==> config.mk <==
export PLATFORM = sky130hd
export DESIGN_NAME = scan_display_selector
export DESIGN_NICKNAME = d
export VERILOG_FILES = /design/src/rtl/scan_display_selector.sv
export SDC_FILE = /design/constraint.sdc
export NUM_CORES = 1
export LEC_CHECK = 0
export ABC_CLOCK_PERIOD_IN_PS = 3000
export CAP_MARGIN = 0
export CELL_PAD_IN_SITES_DETAIL_PLACEMENT = 1
export CELL_PAD_IN_SITES_GLOBAL_PLACEMENT = 1
export CORE_ASPECT_RATIO = 0.6
export CORE_MARGIN = 8
export CORE_UTILIZATION = 43
export CTS_BUF_LIST = sky130_fd_sc_hd__clkbuf_8
export CTS_CLUSTER_DIAMETER = 100
export DETAILED_ROUTE_END_ITERATION = 8
export PLACE_DENSITY = 0.95
export SYNTH_ARGS = -nofsm -noshare
export SYNTH_HDL_FRONTEND = slang
export SYNTH_SLANG_ARGS = --single-unit
==> constraint.sdc <==
create_clock -name CLK -period 3 [get_ports CLK]
set_input_delay 0.6 -clock CLK [delete_from_list [all_inputs] [get_ports CLK]]
set_output_delay 0.6 -clock CLK [all_outputs]
set_load 0.02 [all_outputs]
==> src/rtl/scan_display_selector.sv <==
// scan_display_selector
// Picks one of CHANNELS packed WIDTH-bit values for the seven-segment path.
// It drives the value with a matching one-hot digit enable, either from a
// manual switch or from a prescaled auto scan that blanks between digits.
//
// state | meaning
// SHOW  | digit idx is lit; the prescaler counts 0..SCAN_DIV-1
// BLANK | all digits off for BLANK_CYC cycles; CNT/SEL hold their last values
module scan_display_selector #(
   parameter int WIDTH     = 4,
   parameter int CHANNELS  = 3,
   parameter int SEL_W     = 2,
   parameter int SCAN_DIV  = 50000,
   parameter int BLANK_CYC = 1
) (
   input  logic                      CLK,
   input  logic                      RST,
   input  logic                      MODE,
   input  logic [SEL_W-1:0]          SW,
   input  logic [CHANNELS*WIDTH-1:0] CNT_BUS,
   output logic [WIDTH-1:0]          CNT,
   output logic [SEL_W-1:0]          SEL,
   output logic [CHANNELS-1:0]       DIGIT_EN
);

   localparam int PW = (SCAN_DIV  > 1) ? $clog2(SCAN_DIV)  : 1;
   localparam int BW = (BLANK_CYC > 1) ? $clog2(BLANK_CYC) : 1;
   localparam logic [PW-1:0]    PRESC_LAST = PW'(SCAN_DIV - 1);
   localparam logic [BW-1:0]    BLANK_LAST = BW'((BLANK_CYC > 0) ? BLANK_CYC - 1 : 0);
   localparam logic [SEL_W-1:0] IDX_LAST   = SEL_W'(CHANNELS - 1);

   typedef enum logic {
      SHOW  = 1'b0,
      BLANK = 1'b1
   } state_t;

   state_t              state_q;
   logic [SEL_W-1:0]    idx_q;
   logic [PW-1:0]       presc_q;
   logic [BW-1:0]       blank_q;
   logic                mode_q;
   logic [WIDTH-1:0]    cnt_q;
   logic [SEL_W-1:0]    sel_q;
   logic [CHANNELS-1:0] den_q;

   logic                scan_start;
   logic [SEL_W-1:0]    idx_d;
   logic [SEL_W-1:0]    idx_inc;

   // Out-of-range indices read as zero so X can never reach the decoder.
   function automatic logic [WIDTH-1:0] chan_val(input logic [SEL_W-1:0]          i,
                                                 input logic [CHANNELS*WIDTH-1:0] bus);
      chan_val = '0;
      for (int k = 0; k < CHANNELS; k++) begin
         if (i == SEL_W'(k)) chan_val = bus[k*WIDTH +: WIDTH];
      end
   endfunction

   function automatic logic [CHANNELS-1:0] onehot(input logic [SEL_W-1:0] i);
      onehot = '0;
      for (int k = 0; k < CHANNELS; k++) begin
         if (i == SEL_W'(k)) onehot[k] = 1'b1;
      end
   endfunction

   // Entering auto mode always starts the scan at channel 0, whatever SW held.
   always_comb begin
      scan_start = MODE & ~mode_q;
      idx_d      = scan_start ? '0 : idx_q;
      idx_inc    = (idx_d == IDX_LAST) ? '0 : idx_d + SEL_W'(1);
   end

   // Scan FSM with registered CNT/SEL/DIGIT_EN; manual mode overrides the scan.
   always_ff @(posedge CLK) begin
      if (RST) begin
         state_q <= SHOW;
         idx_q   <= '0;
         presc_q <= '0;
         blank_q <= '0;
         mode_q  <= 1'b0;
         cnt_q   <= '0;
         sel_q   <= '0;
         den_q   <= '0;
      end else begin
         mode_q <= MODE;
         if (!MODE) begin
            state_q <= SHOW;
            idx_q   <= SW;
            presc_q <= '0;
            blank_q <= '0;
            cnt_q   <= chan_val(SW, CNT_BUS);
            sel_q   <= SW;
            den_q   <= onehot(SW);
         end else begin
            case (state_q)
               SHOW: begin
                  cnt_q <= chan_val(idx_d, CNT_BUS);
                  sel_q <= idx_d;
                  den_q <= onehot(idx_d);
                  if (presc_q == PRESC_LAST) begin
                     presc_q <= '0;
                     if (BLANK_CYC > 0) begin
                        state_q <= BLANK;
                        idx_q   <= idx_d;
                     end else begin
                        idx_q   <= idx_inc;
                     end
                  end else begin
                     presc_q <= presc_q + PW'(1);
                     idx_q   <= idx_d;
                  end
               end
               BLANK: begin
                  den_q <= '0;
                  if (blank_q == BLANK_LAST) begin
                     blank_q <= '0;
                     idx_q   <= idx_inc;
                     state_q <= SHOW;
                  end else begin
                     blank_q <= blank_q + BW'(1);
                  end
               end
               default: begin
                  state_q <= SHOW;
                  idx_q   <= '0;
                  presc_q <= '0;
                  blank_q <= '0;
                  den_q   <= '0;
               end
            endcase
         end
      end
   end

   assign CNT      = cnt_q;
   assign SEL      = sel_q;
   assign DIGIT_EN = den_q;

endmodule
==> summary.md, run 1 <==
| Metric | Value |
|---|---|
| CTS root buf | `sky130_fd_sc_hd__clkbuf_8` |
| Boundary Pins | `26` |
| Floorplan Core Area | `3163 µm²` |
| Die area | `5327 µm²` |
| Share of synthesized area occupied by flip-flops and latches | `42.18%` |
| Maximum VDD drop | `0.0003167 V` |
| Area share of the largest cell type after synthesis | `42.18%` |
| Shortest clock period the worst path allows after layout | `2148 ps` |
| Synthesized instance count | `160` |
| Number of buffers created by CTS | `5` |
| Fmax | `465.6 MHz` |
| Highest fanout seen on the critical path | `18` |
| Remaining Overflow, GRT | `0` |
| Number of endpoints failing setup at the final stage | `0` |
| Synth unique cells | `37` |
| Util after Layout | `54.75%` |
| Via Count | `1297` |
| Largest cells by area after synthesis | `sky130_fd_sc_hd__dfxtp_1 42%, sky130_fd_sc_hd__xnor2_1 8.3%, sky130_fd_sc_hd__nor2_1 6.8%, sky130_fd_sc_hd__nand3_1 4.4%, sky130_fd_sc_hd__nand2_1 3.3%` |
| Most common flop cell mapped by yosys | `sky130_fd_sc_hd__dfxtp_1` |
| Antenna violations before repair | `0` |
| Cell depth of the worst flop-to-flop path | `4` |
| Flop2flop setup slack | `1070 ps` |
| Number of clock sinks seen by CTS | `29` |
| Total negative slack for setup checks | `0 ps` |
| FFs w/ async S/R, synth | `0%` |
| Global-route wire length before repair | `6920 µm` |
| Cell count after placement | `223` |
| Max-capacitance violation count | `0` |
| Cell Rows | `16` |
| Worst hold path class | `flop to flop` |
| Period utilization | `71.60%` |
| Number of enable flip-flop cells after synthesis | `0` |
| Post-layout instance area | `1732 µm²` |
| Sort of element at the end of the critical path | `flop` |
| Iteration count of the initial detailed-routing pass | `4` |
| Final weighted congestion in routability-driven placement | `0.8562` |
| Warnings from Yosys | `0` |
| Number of port buffers | `25` |
| Iter 0 DRT Violations | `99` |
| Vias in the first global route | `1340` |
| Seq cells post-synth | `29` |
| Wire length per cell after detailed routing | `18.52 µm` |
| Setup repair after global routing missed its margin | `false` |
| Category of the worst setup path launch point | `input pin` |
| Synthesis-to-finish area growth | `25.82%` |
| Worst hold path stage count | `2` |
| CTS Hold Bufs | `0` |
| Clock input transition at the sequential cells of the worst setup and hold paths | `60 ps` |
| Sum of net half-perimeters after detailed placement | `2884 µm` |
| Actual slew at the worst max-slew pin | `662.9 ps` |
| Share of layout cells above drive strength 1 | `4.839%` |
| Postcts setup bufs | `0` |
| Routed Wire Length | `4278 µm` |
| Dominant cell type by area after synthesis | `sky130_fd_sc_hd__dfxtp_1` |
| Placed Instance Area | `1652 µm²` |
| Total leakage power | `0.0005529 µW` |
| Filler-free cell count of the finished design | `231` |
| Per-instance average area after synthesis | `8.602 µm²` |
| Diodes inserted | `0` |
| Start-to-end type of the worst setup path | `input pin to flop` |
| Post-synth design cell area | `1376 µm²` |
| Most common cell in the synthesized netlist | `sky130_fd_sc_hd__dfxtp_1` |
| Maximum number of pins on one net before global-route repair | `20` |
| Number of hold violations in the final report | `0` |
| Final ANT Viol Nets | `0` |
| CP Data Required Time | `3230 ps` |
| Number of design rule violations left after detail routing | `0` |
| Final slew viol count | `0` |
| Insertion delay of the later-clocked pin in the worst-skew pair | `290 ps` |
| Leading cell types by count after synthesis | `29 x sky130_fd_sc_hd__dfxtp_1, 25 x sky130_fd_sc_hd__nor2_1, 13 x sky130_fd_sc_hd__xnor2_1` |
| Post-cts sizing count | `0` |
| Arr. time, crit path | `2380 ps` |
| Mean number of vias per cell | `5.615` |
| Number of nets in the layout | `203` |
| Total power divided by cell area | `461.8 nW/µm²` |
| Die W | `89.04 µm` |
| Max_slew headroom | `55.75%` |
| Worst-case clock buffer depth | `2` |
| Starting density of the core | `43.51%` |
| TritonCTS clock tree | `built` |
| Number of levels in the clock H-tree | `2` |
| Chip Height | `59.83 µm` |
| Global-route usage over all layers | `17.58%` |
| Mapped Nets | `178` |
| Outcome | `finished, final reports clean` |
| Clock skew after layout | `7.509 ps` |
cells in the final DEF, fill, tap and decap left out:
master / n
sky130_fd_sc_hd__nor4_1: 5
sky130_fd_sc_hd__xnor2_1: 13
sky130_fd_sc_hd__nor2b_1: 5
sky130_fd_sc_hd__nor2_1: 25
sky130_fd_sc_hd__a211oi_1: 1
sky130_fd_sc_hd__or4bb_1: 2
sky130_fd_sc_hd__mux2_2: 1
sky130_fd_sc_hd__and3b_1: 1
sky130_fd_sc_hd__xor2_1: 2
sky130_fd_sc_hd__nor3_1: 5
sky130_fd_sc_hd__a311oi_1: 2
sky130_fd_sc_hd__a31oi_1: 5
sky130_fd_sc_hd__a32o_1: 1
sky130_fd_sc_hd__buf_4: 1
sky130_fd_sc_hd__a221o_1: 3
sky130_fd_sc_hd__nand4b_1: 3
sky130_fd_sc_hd__nand2_1: 12
sky130_fd_sc_hd__clkdlybuf4s50_1: 25
sky130_fd_sc_hd__clkbuf_8: 5
sky130_fd_sc_hd__a22oi_1: 1
sky130_fd_sc_hd__a21o_1: 1
sky130_fd_sc_hd__nand2b_1: 1
sky130_fd_sc_hd__or4b_1: 1
sky130_fd_sc_hd__nor3b_1: 1
sky130_fd_sc_hd__mux2i_1: 1
sky130_fd_sc_hd__or4_4: 1
sky130_fd_sc_hd__nand3_1: 12
sky130_fd_sc_hd__inv_1: 6
sky130_fd_sc_hd__a21oi_1: 3
sky130_fd_sc_hd__nand4_1: 4
sky130_fd_sc_hd__nand2_4: 1
sky130_fd_sc_hd__or3_1: 1
sky130_fd_sc_hd__ha_1: 1
sky130_fd_sc_hd__dfxtp_1: 29
sky130_fd_sc_hd__o21ai_0: 2
sky130_fd_sc_hd__nand3b_1: 3
registers in the layout (all words and copies together), names as in the netlist:
register  cells
CNT           4
mode_q        1
state_q       1
DIGIT_EN      3
presc_q      16
idx_q         2
SEL           2
kinds of logic (layout without fill, tap and decap cells):
logic type / after synthesis / in the layout / share of synthesized area [%]
multiplexers: 2 / 2 / 1.545
AND/OR/NAND/NOR: 83 / 83 / 32.27
adder cells (fa/ha/maj): 1 / 1 / 0.9089
XOR/XNOR: 15 / 15 / 9.546
AO/OA/AOI/OAI: 19 / 19 / 9.910
flip-flops: 29 / 29 / 42.18
buffers and inverters: 11 / 37 / 3.636
layout make-up:
class / instances / area [µm²]
Fill cell: 386 / 1431
Multi-Input combinational cell: 120 / 745.7
Sequential cell: 29 / 580.6
Timing Repair Buffer: 26 / 257.7
Clock buffer: 5 / 68.82
Tap cell: 45 / 56.30
Clock inverter: 3 / 11.26
Inverter: 3 / 11.26
per-stage QoR:
stage	setup slack, ps	hold WS (ps)	power, µW
floorplan	1236	477.1	454.5
global placement	746.8	484.3	498.4
detailed placement	570.9	507.9	502.5
CTS	863.2	518.8	803.6
global route	726.5	531.5	828.2
finish	852.0	515.8	799.7
worst max-delay path, cell delays in order:
cell	delay [ps]
sky130_fd_sc_hd__clkdlybuf4s50_1	450
sky130_fd_sc_hd__buf_4	210
sky130_fd_sc_hd__nor2b_1	450
sky130_fd_sc_hd__nand3_1	130
sky130_fd_sc_hd__a21oi_1	320
sky130_fd_sc_hd__a221o_1	210
report_power, final:
group	switching, µW	internal, µW	total [µW]
clock network	150	154	304
registers	8.23	396	405
logic	45.2	45.9	91.2
final timing paths:
path	end	startpoint
setup / recovery	CNT[0]$_SDFFE_PP0P_	MODE
setup reg to reg	presc_q[14]$_SDFFE_PP0N_	state_q$_SDFF_PP0_
hold / removal	CNT[1]$_SDFFE_PP0P_	CNT[1]$_SDFFE_PP0P_
hold reg to reg	CNT[1]$_SDFFE_PP0P_	CNT[1]$_SDFFE_PP0P_
metal layers:
layer / vias to the layer above / GRT usage (%) / share of wire, % / routed length, µm
li1: 622 / - / - / -
met1: 629 / 20.46 / 47 / 1996
met2: 32 / 27.84 / 46 / 1975
met3: 14 / 5.075 / 4.1 / 177
met4: 0 / 11.27 / 3.0 / 129
met5: - / 0 / 0 / 0
Note: power is estimated with default switching activity, not from simulation.
==> inputs of run 2 (changes only) <==
ABC_CLOCK_PERIOD_IN_PS = 2200   (was 3000)
CORE_UTILIZATION = 40   (was 43)
PLACE_DENSITY = 0.93   (was 0.95)
clock period = 2.2 ns   (was 3 ns; I/O delays follow)
==> summary.md, run 2 (synthesized netlist as in run 1, its figures left out) <==
| Metric | Value |
|---|---|
| Die area | `5635 µm² (+5.8%)` |
| WHS | `498.3 ps (-17.54 ps)` |
| Hold Startpoint | `SEL[0]$_SDFFE_PP0P_` |
| Worst Hold Endpoint | `SEL[0]$_SDFFE_PP0P_` |
| Final ANT Viol Nets | `0 (unchanged)` |
| Outcome | `finished, final reports clean` |
| Floorplan Core Area | `3283 µm² (+3.8%)` |
| Number of endpoints failing setup at the final stage | `0 (unchanged)` |
| Shortest clock period the worst path allows after layout | `1868 ps` |
| CTS Hold Bufs | `0 (unchanged)` |
| Global-route usage over all layers | `15.45% (-2.1 points)` |
| Maximum number of pins on one net before global-route repair | `17 (-15%)` |
| Clock input transition at the sequential cells of the worst setup and hold paths | `60 ps (about the same)` |
| Total negative slack for setup checks | `0 ps (unchanged)` |
| Total leakage power | `0.0005703 µW (+3.1%)` |
| Worst hold path class | `flop to flop` |
| Number of design rule violations left after detail routing | `0 (unchanged)` |
| CP Data Required Time | `2370 ps (-860 ps)` |
| Maximum VDD drop | `0.0004595 V (+45%)` |
| RR Startpoint | `presc_q[6]$_SDFFE_PP0N_` |
| TritonCTS clock tree | `built` |
| Category of the worst setup path launch point | `flop` |
| Max_slew headroom | `65.78% (+10 points)` |
| Mean number of vias per cell | `5.517 (-1.7%)` |
| Cell Rows | `16 (unchanged)` |
| Boundary Pins | `26 (unchanged)` |
| Number of nets in the layout | `206 (+1.5%)` |
| Critical Path Max Stage Delay | `580 ps (+130 ps)` |
| Chip Height | `61.44 µm (+2.7%)` |
| Worst-case clock buffer depth | `2 (unchanged)` |
| Cells traversed along the worst timing path | `or4b_1 -> or4_4 -> nand2_4 -> nor2_1` |
| Setup repair after global routing missed its margin | `false` |
| Total power of the final layout | `1162 µW (+45%)` |
| Most frequent cells in the layout | `29 x sky130_fd_sc_hd__dfxtp_1, 25 x sky130_fd_sc_hd__nor2_1, 25 x sky130_fd_sc_hd__clkdlybuf4s50_1` |
| Most common library cell in the layout ignoring fill and taps | `sky130_fd_sc_hd__dfxtp_1` |
| Routed Wire Length | `4105 µm (-4.0%)` |
| Remaining Overflow, GRT | `0 (unchanged)` |
| Cell depth of the worst flop-to-flop path | `4 (unchanged)` |
| Sum of net half-perimeters after detailed placement | `3026 µm (+4.9%)` |
| Number of levels in the clock H-tree | `2 (unchanged)` |
| CTS root buf | `sky130_fd_sc_hd__clkbuf_8` |
| Vias in the first global route | `1341 (+0.075%)` |
| Final weighted congestion in routability-driven placement | `0.9098 (+6.3%)` |
| Max-capacitance violation count | `0 (unchanged)` |
| Number of hold violations in the final report | `0 (unchanged)` |
| Iter 0 DRT Violations | `84 (-15%)` |
| Slowest-stage cell, CP | `sky130_fd_sc_hd__or4_4` |
| Layout fillers | `392 (+1.6%)` |
| Filler-free cell count of the finished design | `234 (+1.3%)` |
| Final worst setup slack | `331.7 ps (-520.3 ps)` |
| Highest fanout seen on the critical path | `16 (-2)` |
| Fmax | `535.2 MHz` |
| Iteration count of the initial detailed-routing pass | `4 (unchanged)` |
| Flop2flop setup slack | `330 ps (-740 ps)` |
| Post-cts sizing count | `0 (unchanged)` |
| Count of buffering cells on the critical path with inverters included | `0 (-2)` |
| Number of buffers created by CTS | `5 (unchanged)` |
| Sort of element at the end of the critical path | `flop` |
| Dpl ws | `171.7 ps (-399.2 ps)` |
| Postcts setup bufs | `0 (unchanged)` |
| Number of clock sinks seen by CTS | `29 (unchanged)` |
| Worst hold path stage count | `2 (unchanged)` |
| Global-route wire length before repair | `6686 µm (-3.4%)` |
| Clock skew after layout | `5.145 ps (-2.364 ps)` |
| Via Count | `1291 (-0.46%)` |
| Wire length per cell after detailed routing | `17.54 µm (-5.3%)` |
| Synthesis-to-finish area growth | `29.00%` |
| Max FFs per register | `16 (unchanged)` |
| Register ranked first by flip-flop count | `presc_q` |
| Cell count after placement | `226 (+1.3%)` |
| Insertion delay of the later-clocked pin in the worst-skew pair | `280 ps (about the same)` |
| Actual slew at the worst max-slew pin | `511.4 ps (-151.5 ps)` |
| Antenna violations before repair | `0 (unchanged)` |
| Share of layout cells above drive strength 1 | `7.937% (+3.1 points)` |
| Starting density of the core | `41.92% (-1.6 points)` |
| Period utilization | `84.92%` |
| Crit Reg-Reg Endpoint | `presc_q[3]$_SDFFE_PP0N_` |
| Arr. time, crit path | `2030 ps (-350 ps)` |
| Number of port buffers | `25 (unchanged)` |
| Total power divided by cell area | `654.7 nW/µm² (+42%)` |
| Final slew viol count | `0 (unchanged)` |
| Start-to-end type of the worst setup path | `flop to flop` |
| Category of cells accounting for the largest share of critical-path delay | `simple AND/OR/NAND/NOR gates` |
| Diodes inserted | `0 (unchanged)` |
| Die W | `91.73 µm (+3.0%)` |
## run 2: how the worst max path moves through the flow
stage / slack (ps) / end / from / cells past startpoint
after floorplan: 440 / presc_q[9]$_SDFFE_PP0N_ / presc_q[7]$_SDFFE_PP0N_ / 5
after global placement: 260 / CNT[0]$_SDFFE_PP0P_ / MODE / 5
after detailed placement: 170 / CNT[3]$_SDFFE_PP0P_ / MODE / 5
after CTS: 330 / presc_q[3]$_SDFFE_PP0N_ / presc_q[6]$_SDFFE_PP0N_ / 4
after global routing: 280 / presc_q[3]$_SDFFE_PP0N_ / presc_q[6]$_SDFFE_PP0N_ / 4
final: 330 / presc_q[3]$_SDFFE_PP0N_ / presc_q[6]$_SDFFE_PP0N_ / 4
## run 2: per-layer routing
metal / track usage [%] / wire length (µm) / vias up
met1: 18.59 / 1870 / 622
met3: 3.771 / 180 / 9
met5: 0 / 0 / -
met4: 7.273 / 80 / 0
li1: - / - / 625
met2: 26.10 / 1973 / 35
## run 2: cell type report
class | count | area [µm²] | area share (%)
inverters | 3 | 11.26 | 0.6343
well taps | 45 | 56.30 | 3.171
flip-flops and latches | 29 | 580.6 | 32.70
clock buffers | 7 | 96.34 | 5.426
repair buffers | 29 | 280.3 | 15.79
clock inverters | 1 | 5.005 | 0.2819
multi-input cells | 120 | 745.7 | 42.00
## run 2: power breakdown
| part | internal [µW] | leakage (µW) | total (µW) | switching (µW) |
|---|---|---|---|---|
| combinational | 64.9 | 0.000280 | 127 | 61.6 |
| clock | 282 | 0.0000542 | 483 | 201 |
| sequential | 541 | 0.000236 | 553 | 12.0 |
## run 2: per-stage QoR
step	utilization [%]	instance area, µm²
floorplan	-	1376
global placement	50.99	1674
global route	54.08	1775
detailed placement	50.99	1674
CTS	54.08	1775
finish	54.08	1775
## run 2: worst reg2reg max path: cells and delay by family, from the launching register on
family        cells  cell delay (ps)
simple gates      4             1320
flops             1              430
